<file path="src/rtl/capture_pack_ctrl.sv">
// capture_pack_ctrl
//   Packs one binarized CCD frame into 32-bit words for the SDRAM write FIFO.
//   A rising edge on iSTART arms the capture. Packing starts at the next
//   frame boundary (iFVAL rising edge). Each valid pixel fills the next bit of
//   the word, starting at bit 0. Every full word is presented split across two
//   16-bit write ports with a single-cycle strobe. A frame that ends early
//   flushes its partial word, with the unfilled bits set to zero.
//
// Ports
//   CCD_PIXCLK  in   pixel clock, all logic on rising edge
//   DLY_RST_1   in   asynchronous active-low reset
//   iSTART      in   capture request level from HPS
//   iFVAL       in   registered frame valid
//   iDVAL       in   binarized pixel valid
//   iPIX        in   binarized pixel bit
//   iFIFO_FULL  in   write FIFO full flag (monitored only)
//   oWR_LO      out  packed word [15:0]
//   oWR_HI      out  packed word [31:16]
//   oWR         out  one-cycle write strobe
//   oWORD_CNT   out  words written this frame (saturating)
//   oBUSY       out  armed or capturing
//   oDONE       out  frame complete, held until iSTART drops
//   oSHORT      out  frame ended before WORDS_PER_FRAME words
//   oOVERRUN    out  sticky: write issued while FIFO was full
module capture_pack_ctrl #(
    parameter int unsigned WORDS_PER_FRAME = 9600
) (
    input  logic        CCD_PIXCLK,
    input  logic        DLY_RST_1,
    input  logic        iSTART,
    input  logic        iFVAL,
    input  logic        iDVAL,
    input  logic        iPIX,
    input  logic        iFIFO_FULL,
    output logic [15:0] oWR_LO,
    output logic [15:0] oWR_HI,
    output logic        oWR,
    output logic [13:0] oWORD_CNT,
    output logic        oBUSY,
    output logic        oDONE,
    output logic        oSHORT,
    output logic        oOVERRUN
);

    localparam logic [13:0] WPF = 14'(WORDS_PER_FRAME);

    typedef enum logic [2:0] {
        S_IDLE,
        S_ARM,
        S_CAPTURE,
        S_FLUSH,
        S_DONE
    } state_t;

    state_t      state_q, state_d;
    // Holds "iSTART was low last cycle". Its reset value of 0 treats iSTART as
    // already high. A request held high across reset therefore does not re-arm;
    // iSTART must drop and rise again.
    logic        start_lo_q, start_lo_d;
    logic        fval_q;
    logic [4:0]  bit_q, bit_d;
    logic [31:0] sh_q, sh_d;
    logic [15:0] lo_q, lo_d, hi_q, hi_d;
    logic        wr_q, wr_d;
    logic [13:0] cnt_q, cnt_d;
    logic        done_q, done_d;
    logic        short_q, short_d;
    logic        ovr_q, ovr_d;

    logic [31:0] word_w;
    logic        full_word;
    logic        start_rise, fval_rise, fval_fall;

    assign start_rise = iSTART & start_lo_q;
    assign fval_rise  = iFVAL & ~fval_q;
    assign fval_fall  = ~iFVAL & fval_q;

    always_comb begin
        state_d    = state_q;
        start_lo_d = ~iSTART;
        bit_d      = bit_q;
        sh_d       = sh_q;
        lo_d       = lo_q;
        hi_d       = hi_q;
        wr_d       = 1'b0;
        cnt_d      = cnt_q;
        done_d     = done_q;
        short_d    = short_q;
        ovr_d      = ovr_q | (wr_q & iFIFO_FULL);
        word_w     = sh_q;
        full_word  = 1'b0;

        unique case (state_q)
            S_IDLE: begin
                if (start_rise) begin
                    state_d = S_ARM;
                    cnt_d   = '0;
                    bit_d   = '0;
                    sh_d    = '0;
                    short_d = 1'b0;
                    ovr_d   = 1'b0;
                end
            end

            S_ARM: begin
                if (!iSTART)        state_d = S_IDLE;
                else if (fval_rise) state_d = S_CAPTURE;
            end

            S_CAPTURE: begin
                if (!iSTART) begin
                    state_d = S_IDLE;
                end else begin
                    if (iDVAL) begin
                        word_w[bit_q] = iPIX;
                        bit_d         = bit_q + 5'd1;
                        sh_d          = word_w;
                    end
                    full_word = iDVAL && (bit_q == 5'd31);
                    if (full_word) begin
                        lo_d = word_w[15:0];
                        hi_d = word_w[31:16];
                        wr_d = 1'b1;
                        sh_d = '0;
                        if (cnt_q < WPF) cnt_d = cnt_q + 14'd1;
                    end
                    // A frame end on the same cycle as the 32nd pixel leaves
                    // bit_d at 0. That case goes straight to DONE, so no
                    // padding word is written.
                    if ((full_word && (cnt_d >= WPF)) || (fval_fall && (bit_d == 5'd0))) begin
                        state_d = S_DONE;
                        done_d  = 1'b1;
                        short_d = (cnt_d < WPF);
                    end else if (fval_fall) begin
                        state_d = S_FLUSH;
                    end
                end
            end

            S_FLUSH: begin
                if (!iSTART) begin
                    state_d = S_IDLE;
                end else begin
                    lo_d    = sh_q[15:0];
                    hi_d    = sh_q[31:16];
                    wr_d    = 1'b1;
                    sh_d    = '0;
                    bit_d   = '0;
                    if (cnt_q < WPF) cnt_d = cnt_q + 14'd1;
                    state_d = S_DONE;
                    done_d  = 1'b1;
                    short_d = (cnt_d < WPF);
                end
            end

            S_DONE: begin
                if (!iSTART) begin
                    state_d = S_IDLE;
                    done_d  = 1'b0;
                end
            end

            default: state_d = S_IDLE;
        endcase
    end

    always_ff @(posedge CCD_PIXCLK or negedge DLY_RST_1) begin
        if (!DLY_RST_1) begin
            state_q    <= S_IDLE;
            start_lo_q <= 1'b0;
            fval_q     <= 1'b0;
            bit_q      <= '0;
            sh_q       <= '0;
            lo_q       <= '0;
            hi_q       <= '0;
            wr_q       <= 1'b0;
            cnt_q      <= '0;
            done_q     <= 1'b0;
            short_q    <= 1'b0;
            ovr_q      <= 1'b0;
        end else begin
            state_q    <= state_d;
            start_lo_q <= start_lo_d;
            fval_q     <= iFVAL;
            bit_q      <= bit_d;
            sh_q       <= sh_d;
            lo_q       <= lo_d;
            hi_q       <= hi_d;
            wr_q       <= wr_d;
            cnt_q      <= cnt_d;
            done_q     <= done_d;
            short_q    <= short_d;
            ovr_q      <= ovr_d;
        end
    end

    assign oWR_LO    = lo_q;
    assign oWR_HI    = hi_q;
    assign oWR       = wr_q;
    assign oWORD_CNT = cnt_q;
    assign oBUSY     = (state_q == S_ARM) || (state_q == S_CAPTURE);
    assign oDONE     = done_q;
    assign oSHORT    = short_q;
    assign oOVERRUN  = ovr_q;

endmodule

</file>
<file path="config.mk">
export PLATFORM = sky130hd
export DESIGN_NAME = capture_pack_ctrl
export DESIGN_NICKNAME = d
export VERILOG_FILES = /design/src/rtl/capture_pack_ctrl.sv
export SDC_FILE = /design/constraint.sdc
export NUM_CORES = 1
export LEC_CHECK = 0
export CAP_MARGIN = 0
export CORE_MARGIN = 5
export CORE_UTILIZATION = 57
export DETAILED_ROUTE_END_ITERATION = 8
export PLACE_DENSITY = 0.77
export SYNTH_ARGS = -nofsm -noshare
export SYNTH_HDL_FRONTEND = slang
export SYNTH_SLANG_ARGS = --single-unit
</file>
<file path="constraint.sdc">
create_clock -name CCD_PIXCLK -period 3.7 [get_ports CCD_PIXCLK]
set_clock_uncertainty 0.15 [all_clocks]
set_input_delay 1.11 -clock CCD_PIXCLK [delete_from_list [all_inputs] [get_ports CCD_PIXCLK]]
set_output_delay 1.11 -clock CCD_PIXCLK [all_outputs]
set_load 0.02 [all_outputs]
</file>
==> impl_metrics.yaml <==
synthesis:
  synth_common_cells: "o21ai_0 (99), dfrtp_1 (92), nand2_1 (90), nor2_1 (59), clkbuf_1 (38)"
  ys_seq_area_frac: 0.4531
  synth.distinct_cells: 49
  synthTopCellsByArea: "dfrtp_1 (45%), o21ai_0 (9.8%), nand2_1 (6.6%)"
  ys_ff_latch: 92
  synth_top_area_frac: 0.4531
  yosysMostFrequentCell: "o21ai_0"
  synthCells: 587
  synth-edff-count: 0
  async_reset_ff_frac: 1.000
  synthesis.nets: 600
  syn_avg_cell_area_um2: 8.656
  synth_area_mm2: 0.005081
  yosys_warnings: 0
  synth_top_area_cell: "dfrtp_1"
  ys.flop_type: "dfrtp_1"
detailed_routing:
  wl_per_cell_um: 17.69
  dr_total_vias: 4581
  viasPerCell: 6.149
  first_iter_violations: 369
  wl_um: 13180
  drt_first_pass_iters: 6
  drc_errors: 0
  antenna_left: 0
critical_path:
  critPathArrivalTime_ns: 3.40
  crit_type: "in -> reg"
  crit_required_ns: 3.83
  start_kind: "input pin"
  rrSetupSlack_ns: 0.74
  rr_endpoint: "oSHORT"
  endpoint: "oSHORT"
  timing.rr.start: "bit_q[0]"
  startpoint: "iDVAL"
  setup.worst_path.end_class: "flop"
  worstRegToRegCells: 9
  crit_fanout: 7
cts:
  cts.sinks: 92
  htree_levels: 3
  cts-root-buf: "clkbuf_8"
  hold_buffers: 0
  clk_latency_ns: 0.37
  numCtsBuffers: 9
  cts_tree: "done"
  clock_path_buffers: 2
  cts_setup_buffers: 0
  cts_resized: 0
  path_clk_slew_ns: 0.10
power_and_ir_drop:
  irDropWorstVdd_v: 0.0002232
  powerDensity_mw_per_mm2: 377.6
  p_leak_nw: 2.638
place:
  place_ws_ns: 0.04922
  dp_hpwl_um: 9147
  numPortBuffers: 57
  gp_congestion: 0.9003
global_routing:
  first_global_vias: 4369
  gr-total-overflow: 0
  track_usage: 0.2481
  grt_max_degree: 64
  grt_first_pass_wirelength_um: 22360
  antenna_found_initial: 0
sta:
  worst_slew_pin_slew_ns: 0.5560
  fin_crit_sh: 0.8848
  hold_slack_ns: 0.3330
  fin_crit_ns: 3.274
  timing.final.ws_setup_ns: 0.4263
  setup_viol: 0
  tns_ns: 0
  finalHoldViolations: 0
  max_slew_margin: 0.6294
  max_freq_ghz: 0.3055
  rsz0062_at_grt: "no"
  slew_viol_final: 0
floorplanning:
  start_util: 0.5826
  die_y_um: 104.4
  die_x_um: 104.4
  rows: 34
  ios: 58
  floorplan.die_area_mm2: 0.01090
  coreArea_mm2: 0.008721
min_path:
  worstHoldPathType: "reg -> reg"
status:
  status: "finished, final reports clean"
finish:
  n_fill_cell: 700
  drive_gt1_frac: 0.07535
  final_nets: 645
  area_growth_pct: 18.10
  antenna_cells: 0
flow_run:
  maxCapViolations: 0
==> registers in the layout, indices dropped and copies added, names as in the netlist <==
| register | cells |
|---|---|
| sh_q | 32 |
| oWR_HI | 16 |
| oWR_LO | 16 |
| oSHORT | 1 |
| oWR | 1 |
| state_q | 3 |
| oWORD_CNT | 14 |
| fval_q | 1 |
| start_lo_q | 1 |
| bit_q | 5 |
| oDONE | 1 |
| oOVERRUN | 1 |
==> metrics by stage <==
stage          cell area (um2)  cells  power, mW    util
2_1_floorplan             5081    587      1.352       -
5_1_grt                   6001    745      2.375  0.6881
4_1_cts                   6001    745      2.273  0.6881
3_3_place_gp              5797    729      1.541  0.6647
6_report                  6001    745      2.266  0.6881
3_5_place_dp              5797    729      1.554  0.6647
==> per-layer routing <==
layer	global-route usage	wire, um	up-vias
li1	-	-	2182
met1	0.3729	6175	2196
met2	0.3633	5909	192
met3	0.05028	962	11
met4	0.06938	133	0
met5	0	0	-
==> report_power, final <==
group	switching [mW]	internal (mW)
combinational	0.270	0.170
clock	0.403	0.324
sequential	0.0490	1.05
==> cell usage in the layout (no fill, tap or decap), drive strengths merged, types with 4 or more instances in the layout <==
| cell | Yosys | final |
|---|---|---|
| a21oi | 17 | 17 |
| a22o | 21 | 21 |
| a31oi | 9 | 9 |
| and2 | 7 | 7 |
| and3 | 15 | 15 |
| buf | 4 | 20 |
| clkbuf | 38 | 9 |
| clkdlybuf4s50 | 0 | 56 |
| dfrtp | 92 | 92 |
| ha | 6 | 6 |
| inv | 8 | 12 |
| mux2i | 29 | 29 |
| nand2 | 90 | 90 |
| nand2b | 5 | 5 |
| nand3 | 20 | 20 |
| nand4 | 8 | 8 |
| nor2 | 59 | 59 |
| nor3 | 6 | 6 |
| nor4 | 8 | 8 |
| o21a | 4 | 4 |
| o21ai | 102 | 102 |
==> area by class of cell <==
| class | instances | area [um2] | share of cell area |
|---|---|---|---|
| Clock buffer | 9 | 123.9 | 0.02064 |
| Clock inverter | 7 | 80.08 | 0.01334 |
| Inverter | 8 | 30.03 | 0.005004 |
| Multi-Input combinational cell | 445 | 2594 | 0.4322 |
| Sequential cell | 92 | 2302 | 0.3837 |
| Tap cell | 108 | 135.1 | 0.02252 |
| Timing Repair Buffer | 76 | 735.7 | 0.1226 |
==> logic make-up (layout without fill, tap and decap cells) <==
family / Yosys count / count (layout) / share of synthesized area
xor+xnor: 3 / 3 / 0.005172
simple gates: 228 / 228 / 0.2157
compound gates: 179 / 179 / 0.2167
mux: 29 / 29 / 0.05713
buf+inv: 50 / 100 / 0.03743
fa+ha+maj: 6 / 6 / 0.01477
flops: 92 / 92 / 0.4531
==> worst min path at each step <==
stage / from / endpoint / slack, ns / depth (start not counted)
2_1_floorplan: sh_q[15] / sh_q[15] / 0.31 / 2
3_3_place_gp: oWR_LO[3] / oWR_LO[3] / 0.31 / 2
3_5_place_dp: oWR_HI[15] / oWR_HI[15] / 0.32 / 2
4_1_cts: oWR_HI[9] / oWR_HI[9] / 0.34 / 2
5_1_grt: oWR_LO[3] / oWR_LO[3] / 0.36 / 2
6_report: oWR_HI[9] / oWR_HI[9] / 0.33 / 2
==> critical path, stage by stage <==
cell and delay (ns):
clkdlybuf4s50_1 0.59, nand4_1 0.14, xor2_1 0.22, o21ai_0 0.11, or4b_2 0.60, a21boi_2 0.19
and2_1 0.19, o32ai_2 0.25
Power figures use the tool's default switching activity.
